--- src/rtl/pulse_width_decoder_pkg.sv ---
// Shared types and helpers for the 4-level pulse-width link receiver.
// Holds the FSM state encoding, the error-code values, the lock threshold and the
// width classifier used by pulse_width_decoder and its input synchronizer.
package pulse_width_decoder_pkg;

  // Receiver FSM states.
  typedef enum logic [1:0] {
    ST_START    = 2'd0,  // after reset: discard any pulse already in progress
    ST_IDLE     = 2'd1,  // line low, waiting for a rising edge
    ST_HIGH     = 2'd2,  // measuring a high pulse
    ST_WAIT_LOW = 2'd3   // pulse aborted (too long), wait for the line to drop
  } pw_state_t;

  // Values driven on ERR_CODE.
  typedef enum logic [1:0] {
    ERR_NONE     = 2'b00,
    ERR_WIDTH    = 2'b01,
    ERR_OVERFLOW = 2'b10,
    ERR_SEQUENCE = 2'b11
  } pw_err_t;

  // Number of consecutive in-order symbols needed before LOCKED rises.
  localparam int RUN_LOCK = 4;

  // Idle level of the synchronizer flops. Resetting them high means a pin that
  // is already high at reset release never produces a rising edge.
  localparam logic SYNC_RST_VAL = 1'b1;

  // Result of classifying one measured width.
  typedef struct packed {
    logic       hit;  // width lies inside one symbol window
    logic [1:0] sym;  // symbol index when hit=1
  } pw_class_t;

  // Match a width against the four nominal widths base<<k with an inclusive
  // +/- tol window. With sane parameters the windows never overlap; the lowest
  // matching symbol wins if they do.
  function automatic pw_class_t pw_classify(input logic [31:0] w,
                                            input int unsigned base,
                                            input int unsigned tol);
    pw_class_t   r;
    logic [31:0] nom;
    logic [31:0] diff;
    r = '0;
    for (int k = 0; k < 4; k++) begin
      nom  = base << k;
      diff = (w > nom) ? (w - nom) : (nom - w);
      if (!r.hit && (diff <= tol)) begin
        r.hit = 1'b1;
        r.sym = 2'(k);
      end
    end
    return r;
  endfunction

endpackage

--- src/rtl/pulse_width_decoder_sync_edge.sv ---
// Purpose: bring the asynchronous PIN into the CLK domain and derive edge strobes.
// Latency: s2 follows PIN after 2 CLK edges; rise/fall are valid in the cycle after s2 changes.
// Backpressure: none, free-running sampler.
// Ports:
//   CLK, RST : system clock, synchronous active-high reset (flops reset to 1)
//   pin      : asynchronous input, idle low
//   s2       : synchronized level
//   rise     : one-cycle strobe, s2 went 0->1
//   fall     : one-cycle strobe, s2 went 1->0
module pulse_width_decoder_sync_edge
  import pulse_width_decoder_pkg::*;
(
  input  logic CLK,
  input  logic RST,
  input  logic pin,
  output logic s2,
  output logic rise,
  output logic fall
);

  logic s1;
  logic s3;

  // s1/s2 form the metastability guard; s3 is a plain delay of s2 for edge detection.
  always_ff @(posedge CLK) begin
    if (RST) begin
      s1 <= SYNC_RST_VAL;
      s2 <= SYNC_RST_VAL;
      s3 <= SYNC_RST_VAL;
    end else begin
      s1 <= pin;
      s2 <= s1;
      s3 <= s2;
    end
  end

  assign rise = s2 & ~s3;
  assign fall = ~s2 & s3;

endmodule

--- src/rtl/pulse_width_decoder.sv ---
// Purpose: measure high pulses on PIN, decode them as symbols 0..3 and check round-robin order.
// Latency: SYM_VALID/ERR strobe on the 3rd CLK edge counting the first edge that samples PIN low.
// Backpressure: none; strobes are one cycle wide and must be consumed when they occur.
// Ports:
//   CLK, RST  : system clock, synchronous active-high reset
//   PIN       : asynchronous pulse input, idle low
//   SYM       : last decoded symbol, held between strobes
//   SYM_VALID : one-cycle strobe per pulse whose width matched a symbol window
//   ERR       : one-cycle error strobe
//   ERR_CODE  : 01 bad width, 10 overflow, 11 out of sequence; held until the next ERR
//   LOCKED    : high after RUN_LOCK consecutive in-order symbols
//   WIDTH     : width in ticks of the last pulse that reached its falling edge
module pulse_width_decoder
  import pulse_width_decoder_pkg::*;
#(
  parameter int TICK_DIV = 16384,  // CLK cycles per measurement tick
  parameter int BASE     = 100,    // nominal width of symbol 0 in ticks
  parameter int TOL      = 10,     // accepted deviation in ticks, inclusive
  parameter int CW       = 12      // width counter bits, must hold (BASE<<3)+TOL+1
) (
  input  logic          CLK,
  input  logic          RST,
  input  logic          PIN,
  output logic [1:0]    SYM,
  output logic          SYM_VALID,
  output logic          ERR,
  output logic [1:0]    ERR_CODE,
  output logic          LOCKED,
  output logic [CW-1:0] WIDTH
);

  localparam int            PW      = (TICK_DIV > 1) ? $clog2(TICK_DIV) : 1;
  // Longest acceptable width: symbol 3 plus tolerance. One tick beyond aborts the pulse.
  localparam logic [CW-1:0] W_LIMIT = CW'((BASE << 3) + TOL);
  localparam logic [CW-1:0] W_MAX   = '1;

  // ---------------------------------------------------------------------------
  // Input synchronizer and edge detection
  // ---------------------------------------------------------------------------
  logic s2;
  logic rise;
  logic fall;

  pulse_width_decoder_sync_edge u_sync (
    .CLK  (CLK),
    .RST  (RST),
    .pin  (PIN),
    .s2   (s2),
    .rise (rise),
    .fall (fall)
  );

  // ---------------------------------------------------------------------------
  // Tick prescaler
  // A rise restarts the prescaler so every pulse is measured from a fresh tick
  // phase; the restart value is used combinationally in the rise cycle itself.
  // ---------------------------------------------------------------------------
  logic [PW-1:0] presc;
  logic [PW-1:0] presc_base;
  logic          tick;

  assign presc_base = rise ? '0 : presc;
  assign tick       = (presc_base == PW'(TICK_DIV - 1));

  always_ff @(posedge CLK) begin
    if (RST) begin
      presc <= '0;
    end else if (tick) begin
      presc <= '0;
    end else begin
      presc <= presc_base + PW'(1);
    end
  end

  // ---------------------------------------------------------------------------
  // Width counter
  // Cleared on rise, counts ticks while the synchronized line is high and
  // saturates at all-ones. Because the rise cycle itself already counts, a pulse
  // of N high CLK cycles yields w = N when TICK_DIV = 1.
  // ---------------------------------------------------------------------------
  logic [CW-1:0] w;
  logic [CW-1:0] w_base;
  logic [CW-1:0] w_next;
  logic          w_inc;

  assign w_base = rise ? '0 : w;
  assign w_inc  = tick & s2 & (w_base != W_MAX);
  assign w_next = w_base + CW'(w_inc);

  always_ff @(posedge CLK) begin
    if (RST) begin
      w <= '0;
    end else begin
      w <= w_next;
    end
  end

  // ---------------------------------------------------------------------------
  // Classifier and sequence bookkeeping (combinational helpers)
  // ---------------------------------------------------------------------------
  pw_class_t  cls;
  logic       overflow;
  logic       hist_vld;   // prev_sym holds a symbol from the current in-order run
  logic [1:0] prev_sym;
  logic [1:0] seq_exp;    // symbol the transmitter should send next
  logic       seq_ok;
  logic [2:0] run;
  logic [2:0] run_next;

  always_comb begin
    cls = pw_classify(32'(w), BASE, TOL);
  end

  // Only meaningful in ST_HIGH; the line cannot both fall and gain a tick in
  // the same cycle, so overflow and fall are mutually exclusive there.
  assign overflow = (w_next > W_LIMIT);

  // 2-bit add wraps 3 -> 0, matching the transmitter's round-robin order.
  assign seq_exp = prev_sym + 2'd1;
  assign seq_ok  = !hist_vld || (cls.sym == seq_exp);

  always_comb begin
    run_next = 3'd1;
    if (hist_vld) begin
      run_next = (run >= 3'(RUN_LOCK)) ? 3'(RUN_LOCK) : run + 3'd1;
    end
  end

  // ---------------------------------------------------------------------------
  // FSM with registered outputs
  // ---------------------------------------------------------------------------
  pw_state_t state;

  always_ff @(posedge CLK) begin
    if (RST) begin
      state     <= ST_START;
      SYM       <= 2'd0;
      SYM_VALID <= 1'b0;
      ERR       <= 1'b0;
      ERR_CODE  <= ERR_NONE;
      LOCKED    <= 1'b0;
      WIDTH     <= '0;
      hist_vld  <= 1'b0;
      prev_sym  <= 2'd0;
      run       <= 3'd0;
    end else begin
      SYM_VALID <= 1'b0;
      ERR       <= 1'b0;

      case (state)
        ST_START: begin
          // A pulse that was already high at reset has no valid start; skip it.
          if (!s2) begin
            state <= ST_IDLE;
          end
        end

        ST_IDLE: begin
          if (rise) begin
            state <= ST_HIGH;
          end
        end

        ST_HIGH: begin
          if (fall) begin
            state <= ST_IDLE;
            WIDTH <= w;
            if (cls.hit) begin
              SYM       <= cls.sym;
              SYM_VALID <= 1'b1;
              hist_vld  <= 1'b1;
              prev_sym  <= cls.sym;
              if (seq_ok) begin
                run    <= run_next;
                LOCKED <= (run_next == 3'(RUN_LOCK));
              end else begin
                // Out-of-order symbol still counts as the start of a new run.
                ERR      <= 1'b1;
                ERR_CODE <= ERR_SEQUENCE;
                LOCKED   <= 1'b0;
                run      <= 3'd1;
              end
            end else begin
              ERR      <= 1'b1;
              ERR_CODE <= ERR_WIDTH;
              LOCKED   <= 1'b0;
              hist_vld <= 1'b0;
              run      <= 3'd0;
            end
          end else if (overflow) begin
            state    <= ST_WAIT_LOW;
            ERR      <= 1'b1;
            ERR_CODE <= ERR_OVERFLOW;
            LOCKED   <= 1'b0;
            hist_vld <= 1'b0;
            run      <= 3'd0;
          end
        end

        ST_WAIT_LOW: begin
          if (!s2) begin
            state <= ST_IDLE;
          end
        end

        default: begin
          state <= ST_START;
        end
      endcase
    end
  end

endmodule

--- config.mk ---
export PLATFORM = sky130hd
export DESIGN_NAME = pulse_width_decoder
export DESIGN_NICKNAME = d
export VERILOG_FILES = /design/src/rtl/pulse_width_decoder_pkg.sv /design/src/rtl/pulse_width_decoder_sync_edge.sv /design/src/rtl/pulse_width_decoder.sv
export SDC_FILE = /design/constraint.sdc
export NUM_CORES = 1
export LEC_CHECK = 0
export ABC_AREA = 0
export CORE_ASPECT_RATIO = 0.6
export CORE_MARGIN = 8
export CORE_UTILIZATION = 45
export CTS_BUF_LIST = sky130_fd_sc_hd__clkbuf_8 sky130_fd_sc_hd__clkbuf_16
export DETAILED_ROUTE_END_ITERATION = 6
export GPL_TIMING_DRIVEN = 0
export MAX_ROUTING_LAYER = met4
export PLACE_DENSITY = 0.68
export SYNTH_ARGS = -nofsm -noshare
export SYNTH_HDL_FRONTEND = slang
export SYNTH_SLANG_ARGS = --single-unit
--- constraint.sdc ---
create_clock -name CLK -period 3.7 [get_ports CLK]
set_input_delay 0.37 -clock CLK [delete_from_list [all_inputs] [get_ports CLK]]
set_output_delay 0.37 -clock CLK [all_outputs]
set_load 0.01 [all_outputs]
==> flow_metrics.py <==
metrics = {
    "synthesis": {
        "synth.distinct_cells": 95,
        "ys.flop_type": "dfxtp_1",
        "synth-simple-area-share_pct": 28.1,
        "ys_warn_count": 0,
        "synthArstFlopShare_pct": 0,
        "yosys-top-cells-area": "dfxtp_1, ha_1, nand2_1",
        "synth_fa_ha_area_share_pct": 7.70,
        "synth_compound_area_share_pct": 28.3,
        "synth_top_area_cell": "dfxtp_1",
        "synthMuxAreaShare_pct": 0.882,
        "ys_seq_area_share_pct": 23.1,
        "synth_area_per_cell_um2": 7.67,
        "synth_xor_area_share_pct": 5.24,
        "synth_nets": 641,
        "synth_top_family_by_area": "compound AO/OA/AOI/OAI gates",
        "syn-instance-count": 610,
        "syn-cell-area_um2": 4680,
        "synth-seq-cells": 54,
        "synth_edf_count": 0,
        "yosys.area.top_type_share_pct": 23.1,
    },
    "routing": {
        "drc": 0,
        "detail_route.iter0.violations": 693,
        "vias": 5178,
        "routedWlPerCell_um": 20.7,
        "firstDrtPassIters": 7,
        "drt-vias-per-instance": 6.36,
        "wl_mm": 16.9,
        "ant_nets": 0,
    },
    "min_path": {
        "worstHoldEndpoint": "u_sync.s2",
        "min_path_cells": 1,
        "worstHoldPathType": "flip-flop to flip-flop",
        "worstHoldStart": "u_sync.s1",
    },
    "status": {
        "status": "completed",
    },
    "cts": {
        "cts_buffers": 5,
        "cts_max_level": 2,
        "clk_path_buf_depth": 2,
        "clk_latency_ps": 290,
        "cts-root-buf": "clkbuf_16",
        "cts.sinks": 54,
        "clkTransAtPathRegs_ps": 70,
        "cts_tree": "built",
    },
    "floorplan": {
        "die-height_um": 95,
        "start_util_pct": 46.9,
        "die_w_um": 148,
        "coreArea_um2": 9980,
        "dieArea_um2": 14000,
        "rows": 28,
        "io_pins": 22,
    },
    "sta": {
        "hold_violations": 0,
        "setup_ws_ps": 83.3,
        "setup_violations": 0,
        "rsz0062_at_grt": "true",
        "finalSetupTns_ps": 0,
        "finalCriticalPeriod_ps": 3620,
        "post-route-period-util_pct": 97.7,
        "tightest_slew_ps": 1050,
        "fin_worst_skew_ps": 4.87,
        "max_freq_ghz": 0.276,
        "slew_viol_final": 0,
        "relSlewSlack_pct": 29.2,
    },
    "worst_setup_path": {
        "r2r_end": "run[1]",
        "start_kind": "flip-flop",
        "cp.arrival_ps": 3820,
        "required_ps": 3900,
        "reg2reg_from": "w[1]",
        "cpMaxStageDelayCell": "a2111oi_4",
        "crit_fanout": 10,
        "cp-end-kind": "flip-flop",
        "slowest_delay_ps": 430,
        "cp_common_cell": "buf_4",
        "worstPathCellList": "buf_4, inv_1, ha_1, and3_4, a2111oi_4, buf_4, o221a_4, a32o_2, o2111ai_2, buf_4, nor4_4, o211ai_1, a21oi_2, o21ai_2, o32ai_2",
        "critPathKind": "flip-flop to flip-flop",
        "r2r_slack_ps": 80,
        "reg2regPathDepth": 15,
    },
    "place": {
        "io_buffers": 21,
        "dpl_cell_area_um2": 5080,
        "pre_cts_ws_ps": -709,
        "dp_hpwl_mm": 11.9,
        "place_congestion": 1.01,
    },
    "global_routing": {
        "overflow": 0,
        "grt_max_degree": 17,
        "antenna_found_initial": 0,
        "track_usage_pct": 23.0,
        "grt_pass1_vias": 4412,
        "grt_pass1_wl_mm": 24.9,
    },
    "finish": {
        "drive_above_1_share_pct": 25.9,
        "final_area_um2": 6070,
        "finish.utilization_pct": 60.8,
        "syn_to_final_growth_pct": 29.6,
        "n_antenna_cell": 0,
        "fillers": 883,
        "fin_nets": 709,
    },
    "power": {
        "fin_total_pwr_mw": 1.25,
        "powerDensity_nw_per_um2": 206,
        "peakVddDrop_mv": 0.226,
        "p_leak_nw": 2.18,
    },
    "job": {
        "cap_violations": 0,
    },
}
-- cell type report --
class	count	area (um^2)	share of cell area [%]
plain buffers	36	310	5.11
clock inverters	2	12.5	0.206
inverters	30	134	2.21
flip-flops and latches	54	1100	18.2
well taps	135	169	2.78
multi-input cells	486	3650	60.1
repair inverters	1	5.00	0.0825
repair buffers	64	546	8.99
clock buffers	6	139	2.29
-- placed cells by master, fill, tap and decap left out, types with 12 or more instances in the layout --
master / instances
a21oi_1: 37
nand3_1: 19
o21ai_0: 25
xnor2_1: 16
ha_1: 20
dfxtp_1: 44
clkbuf_1: 13
buf_4: 44
nand2_1: 63
inv_1: 23
nor2_1: 52
clkdlybuf4s50_1: 21
xor2_1: 12
-- cells by family after synthesis --
group,after synthesis
xor gates and xnor gates,28
AOI/OAI and AO/OA,179
and+or+nand+nor,246
buffers and inverters,70
DFF,54
adders and majority gates,29
muxes,4
-- worst max-delay path, delay by kind of cell (launching register included) --
family / cells / cell delay (ps)
compound gates: 8 / 1610
buf+inv: 4 / 670
simple gates: 2 / 590
flops: 1 / 410
fa+ha+maj: 1 / 210
-- state kept, by name (all words and copies together) (netlist names), 2 cells and up --
register  cells
prev_sym      2
w            12
presc        14
state         2
WIDTH        12
ERR_CODE      2
run           3
-- worst max-delay path by stage --
stage	startpoint	endpoint	slack, ps
floorplan	u_sync.s2	state[1]	20
global placement	u_sync.s2	state[1]	-630
detailed placement	u_sync.s2	state[1]	-710
CTS	w[4]	ERR	4
global route	w[4]	run[1]	-50
finish	w[1]	run[1]	80
-- metal layers --
layer | GRT usage [%] | part of all wire [%] | up-vias
li1 | - | - | 2367
met1 | 33.9 | 47 | 2484
met2 | 30.5 | 41 | 318
met3 | 6.06 | 12 | 9
met4 | 3.54 | 0.34 | 0
met5 | - | 0 | -
-- per-stage QoR --
stage / hold WS, ps / cells
floorplan: 389 / 610
finish: 417 / 814
detailed placement: 402 / 766
global placement: 403 / 766
CTS: 419 / 785
global route: 430 / 814
-- power breakdown --
group	switching [mW]	internal, mW
registers	0.0144	0.593
logic	0.0858	0.0790
clock network	0.210	0.268
-- cell usage after synthesis (all sizes together), types with 3 or more instances --
cell type	instances
nand3	21
clkbuf	21
xnor2	16
a22oi	4
nand2b	10
a211oi	12
o211a	3
a31oi	9
o311ai	3
or2	7
nand4	6
mux2i	3
inv	28
ha	28
buf	19
o211ai	11
o31ai	3
and3	11
o31a	3
a2bb2oi	3
a32oi	4
or3	11
a21oi	40
nor2	57
and2	7
o21ai	32
nor2b	12
nor4b	4
nor4	5
a31o	4
dfxtp	54
or4	3
o21bai	3
xor2	12
nor3	13
o2111ai	5
nand2	66
a21o	5
-- what timing repair did --
item,in CTS,in global routing
hold buffers,0,0
gates cloned,0,1
hold endpoints to repair,0,0
setup buffers,14,29
resized for setup,60,61
endpoints found under the setup margin,13,11
pin swaps,9,24
Power figures use the tool's default switching activity.
